**src/rtl/icache_ctrl_if.sv**
```systemverilog
// Fetch-port and memory-port signals of the instruction cache.
// The slave side is the cache; the master side is the fetch stage plus memory.
interface icache_ctrl_if #(
  parameter int unsigned TAG_BITS = 11
) ();
  logic                fetch_req;
  logic [15:0]         fetch_addr;
  logic                flush;
  logic [15:0]         instr;
  logic                instr_valid;
  logic                stall;
  logic                hit;
  logic [TAG_BITS-1:0] tag_out;
  logic                mem_rd_req;
  logic [15:0]         mem_addr;
  logic [15:0]         mem_rd_data;
  logic                mem_rd_valid;
  logic [15:0]         miss_cnt;

  modport master (
    output fetch_req, fetch_addr, flush, mem_rd_data, mem_rd_valid,
    input  instr, instr_valid, stall, hit, tag_out, mem_rd_req, mem_addr, miss_cnt
  );

  modport slave (
    input  fetch_req, fetch_addr, flush, mem_rd_data, mem_rd_valid,
    output instr, instr_valid, stall, hit, tag_out, mem_rd_req, mem_addr, miss_cnt
  );
endinterface

```
**src/rtl/icache_ctrl.sv**
```systemverilog
// Direct-mapped read-only instruction cache with a word-by-word line-fill FSM.
// Hits answer combinationally; misses stall fetch until the line is filled.
module icache_ctrl #(
  parameter int unsigned INDEX_BITS  = 3,
  parameter int unsigned OFFSET_BITS = 2
) (
  input  logic          clk,
  input  logic          rst,
  icache_ctrl_if.slave  bus
);
  localparam int unsigned TAG_BITS = 16 - INDEX_BITS - OFFSET_BITS;
  localparam int unsigned LINES    = 1 << INDEX_BITS;
  localparam int unsigned WORDS    = 1 << OFFSET_BITS;

  typedef enum logic [1:0] {IDLE, FILL, RESUME} state_e;

  state_e                 state_q, state_d;
  logic [OFFSET_BITS-1:0] cnt_q, cnt_d, cnt_inc;
  logic [TAG_BITS-1:0]    miss_tag_q, miss_tag_d;
  logic [INDEX_BITS-1:0]  miss_idx_q, miss_idx_d;
  logic [15:0]            miss_cnt_q, miss_cnt_d;
  logic                   mem_rd_req_q, mem_rd_req_d;
  logic [15:0]            mem_addr_q, mem_addr_d;
  logic                   flush_pend_q, flush_pend_d;
  logic [LINES-1:0]       valid_q, valid_d;
  logic [TAG_BITS-1:0]    tag_q  [LINES];
  logic [15:0]            data_q [LINES*WORDS];
  logic                   data_we, tag_we;

  logic [INDEX_BITS-1:0]  idx;
  logic [OFFSET_BITS-1:0] off;
  logic [TAG_BITS-1:0]    tag;
  logic                   hit_c;

  // Lookup path: purely combinational from storage and fetch_addr
  assign off   = bus.fetch_addr[OFFSET_BITS-1:0];
  assign idx   = bus.fetch_addr[OFFSET_BITS +: INDEX_BITS];
  assign tag   = bus.fetch_addr[15 -: TAG_BITS];
  assign hit_c = bus.fetch_req && valid_q[idx] && (tag_q[idx] == tag);

  assign bus.hit         = hit_c;
  assign bus.tag_out     = tag_q[idx];
  assign bus.instr_valid = (state_q == IDLE) && hit_c;
  assign bus.instr       = ((state_q == IDLE) && hit_c) ? data_q[{idx, off}] : 16'h0000;
  assign bus.stall       = (state_q != IDLE) || (bus.fetch_req && !hit_c);
  assign bus.mem_rd_req  = mem_rd_req_q;
  assign bus.mem_addr    = mem_addr_q;
  assign bus.miss_cnt    = miss_cnt_q;

  assign cnt_inc = cnt_q + OFFSET_BITS'(1);

  always_comb begin
    state_d      = state_q;
    cnt_d        = cnt_q;
    miss_tag_d   = miss_tag_q;
    miss_idx_d   = miss_idx_q;
    miss_cnt_d   = miss_cnt_q;
    mem_rd_req_d = mem_rd_req_q;
    mem_addr_d   = mem_addr_q;
    flush_pend_d = flush_pend_q;
    valid_d      = valid_q;
    data_we      = 1'b0;
    tag_we       = 1'b0;
    case (state_q)
      IDLE: begin
        if (bus.fetch_req && !hit_c) begin
          state_d      = FILL;
          cnt_d        = '0;
          miss_tag_d   = tag;
          miss_idx_d   = idx;
          miss_cnt_d   = (miss_cnt_q == 16'hFFFF) ? miss_cnt_q : miss_cnt_q + 16'd1;
          mem_rd_req_d = 1'b1;
          mem_addr_d   = {tag, idx, {OFFSET_BITS{1'b0}}};
        end
        if (bus.flush) valid_d = '0;
      end
      FILL: begin
        if (bus.flush) flush_pend_d = 1'b1;
        if (bus.mem_rd_valid && mem_rd_req_q) begin
          data_we = 1'b1;
          if (cnt_q == OFFSET_BITS'(WORDS - 1)) begin
            tag_we              = 1'b1;
            valid_d[miss_idx_q] = 1'b1;
            mem_rd_req_d        = 1'b0;
            state_d             = RESUME;
          end else begin
            cnt_d      = cnt_inc;
            mem_addr_d = {miss_tag_q, miss_idx_q, cnt_inc};
          end
        end
      end
      RESUME: begin
        // A flush seen during the fill lands here, wiping the fresh line too
        state_d      = IDLE;
        flush_pend_d = 1'b0;
        if (flush_pend_q || bus.flush) valid_d = '0;
      end
      default: state_d = IDLE;
    endcase
  end

  always_ff @(posedge clk) begin
    if (rst) begin
      state_q      <= IDLE;
      cnt_q        <= '0;
      miss_tag_q   <= '0;
      miss_idx_q   <= '0;
      miss_cnt_q   <= '0;
      mem_rd_req_q <= 1'b0;
      mem_addr_q   <= '0;
      flush_pend_q <= 1'b0;
      valid_q      <= '0;
    end else begin
      state_q      <= state_d;
      cnt_q        <= cnt_d;
      miss_tag_q   <= miss_tag_d;
      miss_idx_q   <= miss_idx_d;
      miss_cnt_q   <= miss_cnt_d;
      mem_rd_req_q <= mem_rd_req_d;
      mem_addr_q   <= mem_addr_d;
      flush_pend_q <= flush_pend_d;
      valid_q      <= valid_d;
    end
  end

  // Data and tag arrays are not reset; writes are suppressed during reset
  always_ff @(posedge clk) begin
    if (!rst) begin
      if (data_we) data_q[{miss_idx_q, cnt_q}] <= bus.mem_rd_data;
      if (tag_we)  tag_q[miss_idx_q]           <= miss_tag_q;
    end
  end
endmodule
```
**src/flat_wrapper.sv**
```systemverilog
// flat-port wrapper written by rule: the top's interface ports become plain ports
module icache_ctrl_flat 
#(
  parameter int unsigned INDEX_BITS  = 3,
  parameter int unsigned OFFSET_BITS = 2
)
  (clk, rst, bus_fetch_req, bus_fetch_addr, bus_flush, bus_mem_rd_data, bus_mem_rd_valid, bus_instr, bus_instr_valid, bus_stall, bus_hit, bus_tag_out, bus_mem_rd_req, bus_mem_addr, bus_miss_cnt);
  icache_ctrl_if bus_i ();
  input  logic clk;
  input  logic rst;
  input wire logic [$bits(bus_i.fetch_req)-1:0] bus_fetch_req;
  input wire logic [$bits(bus_i.fetch_addr)-1:0] bus_fetch_addr;
  input wire logic [$bits(bus_i.flush)-1:0] bus_flush;
  input wire logic [$bits(bus_i.mem_rd_data)-1:0] bus_mem_rd_data;
  input wire logic [$bits(bus_i.mem_rd_valid)-1:0] bus_mem_rd_valid;
  output wire logic [$bits(bus_i.instr)-1:0] bus_instr;
  output wire logic [$bits(bus_i.instr_valid)-1:0] bus_instr_valid;
  output wire logic [$bits(bus_i.stall)-1:0] bus_stall;
  output wire logic [$bits(bus_i.hit)-1:0] bus_hit;
  output wire logic [$bits(bus_i.tag_out)-1:0] bus_tag_out;
  output wire logic [$bits(bus_i.mem_rd_req)-1:0] bus_mem_rd_req;
  output wire logic [$bits(bus_i.mem_addr)-1:0] bus_mem_addr;
  output wire logic [$bits(bus_i.miss_cnt)-1:0] bus_miss_cnt;
  assign bus_i.fetch_req = bus_fetch_req;
  assign bus_i.fetch_addr = bus_fetch_addr;
  assign bus_i.flush = bus_flush;
  assign bus_i.mem_rd_data = bus_mem_rd_data;
  assign bus_i.mem_rd_valid = bus_mem_rd_valid;
  assign bus_instr = bus_i.instr;
  assign bus_instr_valid = bus_i.instr_valid;
  assign bus_stall = bus_i.stall;
  assign bus_hit = bus_i.hit;
  assign bus_tag_out = bus_i.tag_out;
  assign bus_mem_rd_req = bus_i.mem_rd_req;
  assign bus_mem_addr = bus_i.mem_addr;
  assign bus_miss_cnt = bus_i.miss_cnt;
  icache_ctrl #(.INDEX_BITS(INDEX_BITS), .OFFSET_BITS(OFFSET_BITS)) u_core (.clk(clk), .rst(rst), .bus(bus_i));
endmodule
```
**config.mk**
```make
export PLATFORM = sky130hd
export DESIGN_NAME = icache_ctrl_flat
export DESIGN_NICKNAME = d
export VERILOG_FILES = /design/src/rtl/icache_ctrl_if.sv /design/src/rtl/icache_ctrl.sv /design/src/flat_wrapper.sv
export SDC_FILE = /design/constraint.sdc
export NUM_CORES = 1
export LEC_CHECK = 0
export BUFFER_PORTS_ARGS = -buffer_cell sky130_fd_sc_hd__buf_2
export CORE_ASPECT_RATIO = 0.5
export CORE_UTILIZATION = 50
export CTS_CLUSTER_SIZE = 24
export DETAILED_ROUTE_END_ITERATION = 8
export GPL_ROUTABILITY_DRIVEN = 0
export PLACE_DENSITY = 0.7
export SKIP_LAST_GASP = 1
export SLEW_MARGIN = 20
export SYNTH_ARGS = -nofsm -noshare
export SYNTH_HDL_FRONTEND = slang
export SYNTH_SLANG_ARGS = --single-unit
```
**constraint.sdc**
```tcl
create_clock -name clk -period 3.4 [get_ports clk]
set_input_delay 0.68 -clock clk [delete_from_list [all_inputs] [get_ports clk]]
set_output_delay 0.68 -clock clk [all_outputs]
set_load 0.05 [all_outputs]
```
==> run_results.csv, run 1 <==
group,metric,value,unit
status,status,"finished with violations",
status,violations,"negative setup slack",
clock_network,cts_num_sinks,658,
synth,yosys.area_share.adder,0.00241,
timing,setup_violations,19,
timing,worst_slew_pin_slew,0.884,ns
final_layout,syn2layout_area_growth,16.8,%
detailed_routing,finalWirelength,58100,µm
detailed_routing,avgRoutedWirePerCell,26.3,µm
die,die_h,163,µm
detailed_routing,dr.pass1.iters,5,
synth,synth_compound_area_frac,0.0157,
synth,synth_top_family_by_area,"multiplexers",
die,dieArea,52800,µm²
global_route,grt_pass1_wl,85600,µm
pwr,power.density,539,nW/µm²
pwr,intPower,12.9,mW
synth,syn_nets,1322,
synth,netlist-cell-type-count,50,
critical_path,critical_path.max_fanout,17,
pwr,switching_share,0.213,
final_layout,antenna_cells,0,
global_route,grt_usage,0.224,
timing,relSlewSlack,0.405,
job,cap_violations,0,
clock_network,tritoncts,"done",
die,die_w,324,µm
pwr,power.switching,3.48,mW
synth,synth_mux_area_frac,0.185,
pwr,power_frac_seq,0.545,
pwr,peakVddDrop,0.000391,V
synth,yosys_most_used_dff,"edfxtp_1",
critical_path,setup.worst_path.class,"reg2out",
global_route,gr-total-overflow,0,
synth,synth_xor_area_frac,0.00371,
detailed_routing,drcViolationCount,0,
clock_network,root_buffer,"clkbuf_16",
timing,period_needed,3.72,ns
die,ioPinCount,100,
global_route,grt_pass1_vias,13400,
global_route,grt_start_max_net_pins,58,
synth,syn-mean-instance-area,20.3,µm²
timing,drv_slew,0,
pwr,p_leak,10.2,nW
clock_network,cts_made_buffers,57,
clock_network,clk_latency,0.60,ns
timing,fin_tns_setup,-4.98,ns
synth,synth_cells,1280,
detailed_routing,drtIter0Drc,1331,
detailed_routing,drt-vias-per-instance,5.96,
placement,dpl.hpwl,34800,µm
synth,ys.warnings.count,0,
critical_path,worstPathRequired,2.72,ns
synth,yosysSeqAreaShare,0.739,
global_route,grt_antenna_before_repair,1,
timing,setup_slack,-0.319,ns
synth,synth-edff-count,600,
synth,synth-simple-area-share,0.0374,
final_layout,fin_cells,2209,
die,core,50700,µm²
timing,finalCritPeriodShare,1.09,
pwr,comb_power_share,0.063,
detailed_routing,final_antenna_net_count,0,
timing,max_freq,269,MHz
synth,synthTopCellsByArea,"edfxtp_1 69%, mux4_2 15%, dfxtp_1 4.5%, mux2i_1 2.9%, nor2_1 1.4%",
placement,io_buffers,99,
clock_network,ctsLongestPathBuffers,3,
final_layout,fin_nets,1513,
clock_network,clk_transition_reported_paths,0.07,ns
critical_path,crit_arrival,3.04,ns
critical_path,worst_setup_path_start_kind,"flop",
timing,rsz0062_at_grt,"yes",
synth,async_flop_share,0,
synth,synth_top_cell_by_area,"edfxtp_1",
pwr,clock_power_share,0.392,
clock_network,htreeDepth,2,
final_layout,fillers,3535,
die,placement_rows,58,
critical_path,worst_setup_path_end_kind,"output pin",
synth,synth.top_cell.area_share,0.695,
timing,finalClockSkew,0.0200,ns
die,start_util,0.511,
detailed_routing,vias,13200,
synth,ys_ff_latch,658,
timing,hold_viol,0,
placement,placed_cells,2102,
synth,synth.cell_area,25900,µm²
hold_path,hp-class,"in2reg",
final_layout,drive_gt1_frac,0.352,
-- stage by stage --
step,setup WS [ns],hold slack (ns),total power [mW],utilization,cell area [µm²]
after floorplan,-0.753,0.431,9.69,-,26100
after global placement,-0.474,0.446,10.1,0.557,28300
after detailed placement,-0.605,0.454,10.1,0.557,28300
after CTS,-0.352,0.377,16.4,0.596,30300
after global routing,-0.430,0.399,16.8,0.597,30300
final,-0.319,0.400,16.3,0.597,30300
-- cell families (layout without fill, tap and decap cells) --
group / count (synthesis) / in the layout
buf+inv: 93 / 332
flops: 658 / 658
compound gates: 51 / 51
xor+xnor: 11 / 11
simple gates: 202 / 202
mux: 260 / 260
fa+ha+maj: 5 / 5
-- worst paths after layout --
path / from / end / slack [ns] / depth (start not counted)
max: u_core.tag_q[3][4] / bus_instr[15] / -0.32 / 9
min: bus_fetch_addr[8] / u_core.miss_tag_q[3] / 0.40 / 3
max reg2reg: u_core.tag_q[6][0] / u_core.bus.miss_cnt[10] / 0.69 / 8
min reg2reg: u_core.valid_q[3] / u_core.valid_q[3] / 0.47 / 2
-- cells in the mapped netlist, drive strengths merged, types with 14 or more instances --
| library cell | count |
|---|---|
| a21oi | 15 |
| buf | 33 |
| clkbuf | 42 |
| dfxtp | 58 |
| edfxtp | 600 |
| inv | 18 |
| mux2i | 74 |
| mux4 | 174 |
| nand2 | 21 |
| nand4 | 19 |
| nor2 | 97 |
| nor2b | 14 |
| o31ai | 16 |
-- layout by cell type, fill, tap and decap left out, types with 4 or more instances in the layout --
cell	count
clkbuf_1	14
nor2_1	59
a21oi_1	15
buf_4	87
and3_1	4
edfxtp_1	600
buf_12	25
clkinv_2	9
mux2i_1	74
buf_6	16
dfxtp_1	58
nor2_4	11
o31ai_2	10
bufinv_16	5
or3_1	5
ha_1	5
mux2_2	7
xnor2_1	8
nor2_2	27
nand2_1	19
buf_2	76
inv_1	17
nand3_1	7
mux4_2	174
clkinv_1	14
o21ai_0	5
nor3_1	10
nand4_1	19
nand2b_1	4
and2_1	4
o31ai_1	6
clkbuf_16	58
nor2b_1	13
-- worst max-delay path, cell delays in order, from the launching register on --
cell and delay [ns]:
edfxtp_1 0.37, mux4_2 0.48, mux2_4 0.32, xnor2_4 0.16, nand4_1 0.15, nor3b_4 0.34, nand2_4 0.09, buf_12 0.20
nor2_2 0.15, buf_6 0.17
-- layer usage --
| metal | up-vias | global-route usage | part of all wire |
|---|---|---|---|
| li1 | 5615 | - | - |
| met1 | 6905 | 0.314 | 0.41 |
| met2 | 549 | 0.366 | 0.49 |
| met3 | 92 | 0.0456 | 0.077 |
| met4 | 2 | 0.0523 | 0.021 |
| met5 | - | 0 | 0.00014 |
-- cell type report --
| type | count | area [µm²] | area share |
|---|---|---|---|
| Clock inverter | 33 | 310 | 0.0102 |
| Clock buffer | 74 | 1530 | 0.0506 |
| Inverter | 18 | 67.6 | 0.00223 |
| Multi-Input combinational cell | 529 | 6580 | 0.217 |
| Tap cell | 690 | 863 | 0.0285 |
| Timing Repair Buffer | 207 | 1760 | 0.0580 |
| Sequential cell | 658 | 19200 | 0.633 |
-- sequential cells by signal (all words and copies together) (netlist names) --
register	flops
u_core.data_q	512
u_core.state_q	2
u_core.flush_pend_q	1
u_core.tag_q	88
u_core.bus.mem_addr	16
u_core.miss_tag_q	11
u_core.miss_idx_q	3
u_core.valid_q	8
u_core.bus.mem_rd_req	1
u_core.bus.miss_cnt	16
-- timing repair --
item | in CTS | in global routing
resized for setup | 43 | 6
pin swaps | 5 | 2
gates cloned | 0 | 0
hold buffers | 0 | 0
endpoints found under the setup margin | 19 | 19
setup buffers | 1 | 1
-- power by group through the flow --
stage	combinational [mW]	clock [mW]	sequential (mW)
after floorplan	0.583	0	9.11
after global placement	0.993	0	9.06
after detailed placement	1.02	0	9.07
after CTS	1.03	6.51	8.89
after global routing	1.10	6.82	8.89
final	1.03	6.41	8.89
Note: power is estimated with default switching activity, not from simulation.
==> run 2, diff against run 1 <==
- ABC_AREA: unset -> 1
==> run 2 against run 1 <==
Compared with the run above: synthesized cell count grew 77%; the flow now finishes without violations; sequential power barely moved; final area rose by 5.3%; highest routed layer is now met4; clock skew increased by 0.017 ns; synthesized area is 4.0% higher.
==> run_results.csv, run 2 <==
group,metric,value,unit
timing,hold_viol,0,
synth,ys_ff_latch,658,
pwr,switching_share,0.235,
synth,async_flop_share,0,
die,die_w,330,µm
synth,yosysSeqAreaShare,0.711,
global_route,grt_start_max_net_pins,62,
critical_path,crit_arrival,2.68,ns
synth,syn_nets,2308,
clock_network,clk_latency,0.63,ns
synth,synth_top_cell_by_area,"edfxtp_1",
hold_path,hp-class,"in2reg",
synth,ys.warnings.count,0,
synth,synthTopCellsByArea,"edfxtp_1 67%, nand2_1 7.7%, a21oi_1 5.0%, dfxtp_1 4.3%, nand3_1 1.7%",
die,dieArea,54900,µm²
timing,worst_slew_pin_slew,0.807,ns
detailed_routing,avgRoutedWirePerCell,22.3,µm
detailed_routing,drcViolationCount,0,
global_route,grt_pass1_wl,107000,µm
die,die_h,166,µm
critical_path,regToRegSetupSlack,0.74,ns
global_route,grt_usage,0.259,
timing,rsz0062_at_grt,"yes",
final_layout,largest_reg_flops,512,
clock_network,clk_transition_reported_paths,0.07,ns
final_layout,mostFrequentLayoutCells,"600 x edfxtp_1, 549 x nand2_1, 269 x a21oi_1",
detailed_routing,finalWirelength,71900,µm
detailed_routing,vias,18900,
detailed_routing,drt-vias-per-instance,5.87,
timing,setup_violations,0,
clock_network,cts_num_sinks,658,
synth,netlist-cell-type-count,44,
die,core,52600,µm²
timing,relSlewSlack,0.460,
clock_network,cts_made_buffers,56,
synth,synth.most_common_cell,"edfxtp_1",
detailed_routing,final_antenna_net_count,0,
timing,finalCritPeriodShare,0.989,
final_layout,design_area,31900,µm²
global_route,grt_pass1_vias,18000,
clock_network,htreeDepth,2,
pwr,power.density,530,nW/µm²
global_route,gr-total-overflow,0,
pwr,totalPowerFinal,16.9,mW
die,start_util,0.512,
placement,dpl_cell_area,29800,µm²
pwr,clock_power_share,0.390,
final_layout,drive_gt1_frac,0.179,
pwr,p_leak,11.5,nW
pwr,intPower,12.9,mW
final_layout,regArea,19200,µm²
clock_network,ctsLongestPathBuffers,3,
pwr,comb_power_share,0.083,
critical_path,critical_path.max_fanout,19,
status,status,"complete, no violations",
final_layout,reg_top3,"u_core.data_q: 512 flops, u_core.tag_q: 88 flops",
pwr,power_frac_seq,0.527,
critical_path,worst_setup_path_start_kind,"input port",
timing,drv_slew,0,
final_layout,antenna_cells,0,
synth,synth.cell_area,27000,µm²
final_layout,layout_commonest_cell,"edfxtp_1",
clock_network,tritoncts,"done",
synth,yosys_most_used_dff,"edfxtp_1",
critical_path,setup.worst_path.class,"in2out",
clock_network,root_buffer,"clkbuf_16",
placement,dpl.hpwl,43600,µm
final_layout,syn2layout_area_growth,18.3,%
pwr,power.switching,3.97,mW
critical_path,worst_setup_path_end_kind,"output pin",
synth,synth.top_cell.area_share,0.668,
final_layout,max_flop_register,"u_core.data_q",
timing,max_freq,297,MHz
global_route,grt_antenna_before_repair,1,
pwr,peakVddDrop,0.000511,V
final_layout,fin_nets,2515,
job,cap_violations,0,
synth,synth_cells,2266,
critical_path,worstPathRequired,2.72,ns
detailed_routing,dr.pass1.iters,6,
timing,finalClockSkew,0.0370,ns
timing,period_needed,3.36,ns
synth,synthTopCellsByCount,"600 x edfxtp_1, 551 x nand2_1, 269 x a21oi_1",
placement,io_buffers,99,
detailed_routing,drtIter0Drc,2133,
synth,syn-mean-instance-area,11.9,µm²
final_layout,fillers,3965,
die,placement_rows,59,
synth,synth-edff-count,600,
final_layout,multi_input_area,6960,µm²
die,ioPinCount,100,
==> run 2: cell types whose count changed after synthesis, moves of 74 or more <==
cell | before | now
mux4_2 | 174 | 0
inv_1 | 18 | 118
mux2i_1 | 74 | 0
nand2_1 | 21 | 551
nand3_1 | 7 | 90
a21oi_1 | 15 | 269
==> run 2: logic make-up (layout without fill, tap and decap cells) <==
logic type / count (synthesis) / after routing / synth area share
buffers and inverters: 268 / 523 / 0.0408
XOR/XNOR: 10 / 10 / 0.00325
flip-flops: 658 / 658 / 0.711
AO/OA/AOI/OAI: 516 / 516 / 0.120
AND/OR/NAND/NOR: 809 / 809 / 0.123
adder cells (fa/ha/maj): 5 / 5 / 0.00232
==> run 2: critical path: stages <==
cell and delay [ns]:
buf_6 0.17, clkinv_8 0.14, buf_4 0.17, nand2_1 0.06, nand3_1 0.06, nand3_1 0.09, nand3_1 0.08, nor2_1 0.17
nand2_1 0.09, nor2_2 0.12, nand3_4 0.10, nor2_4 0.11, buf_12 0.14, inv_12 0.08, a211oi_4 0.19, buf_6 0.19
==> run 2: worst paths after layout <==
kind | startpoint | endpoint | cells after the start
setup / recovery | bus_fetch_addr[2] | bus_instr[2] | 16
hold / removal | bus_fetch_addr[15] | u_core.miss_tag_q[10] | 3
setup reg to reg | u_core.bus.mem_addr[1] | u_core.tag_q[5][6] | 6
hold reg to reg | u_core.bus.mem_addr[10] | u_core.bus.mem_addr[10] | 2
==> run 2: power groups by stage <==
stage	combinational [mW]	sequential, mW	clock, mW
5_1_grt	1.51	8.91	6.97
6_report	1.41	8.91	6.60
4_1_cts	1.38	8.91	6.64
3_5_place_dp	1.37	9.09	0
3_3_place_gp	1.35	9.08	0
2_1_floorplan	0.724	9.14	0
==> run 2: what timing repair did <==
item / 4_1_cts / 5_1_grt
hold endpoints to repair: 0 / 0
pin swaps: 1 / 2
setup buffers: 1 / 1
gates resized for setup: 20 / 29
endpoints found under the setup margin: 17 / 18
hold buffers: 0 / 0
gates cloned: 0 / 4
==> run 2: stage by stage <==
step / hold WS [ns] / TNS (ns) / setup WS (ns) / util / instances
2_1_floorplan: 0.435 / -1.20 / -0.120 / - / 2266
3_3_place_gp: 0.449 / -2.02 / -0.138 / 0.566 / 3110
3_5_place_dp: 0.451 / -2.99 / -0.208 / 0.566 / 3110
4_1_cts: 0.408 / -0.00404 / -0.00404 / 0.603 / 3217
5_1_grt: 0.429 / -0.884 / -0.0758 / 0.606 / 3222
6_report: 0.421 / 0 / 0.0358 / 0.606 / 3222
==> run 2: layer usage <==
layer | vias up | global-route usage | part of all wire
met5 | - | 0 | 0
met1 | 9261 | 0.360 | 0.41
li1 | 8568 | - | -
met3 | 158 | 0.0392 | 0.083
met4 | 0 | 0.0928 | 0.033
met2 | 922 | 0.414 | 0.47
==> run 2: area by class of cell <==
type                            instances  area share
Sequential cell                       658       0.601
Clock inverter                         40      0.0131
Inverter                              123      0.0160
Timing Repair inverter                  1    0.000275
Tap cell                              701      0.0275
Multi-Input combinational cell       1340       0.218
Clock buffer                           66      0.0458
Timing Repair Buffer                  293      0.0782
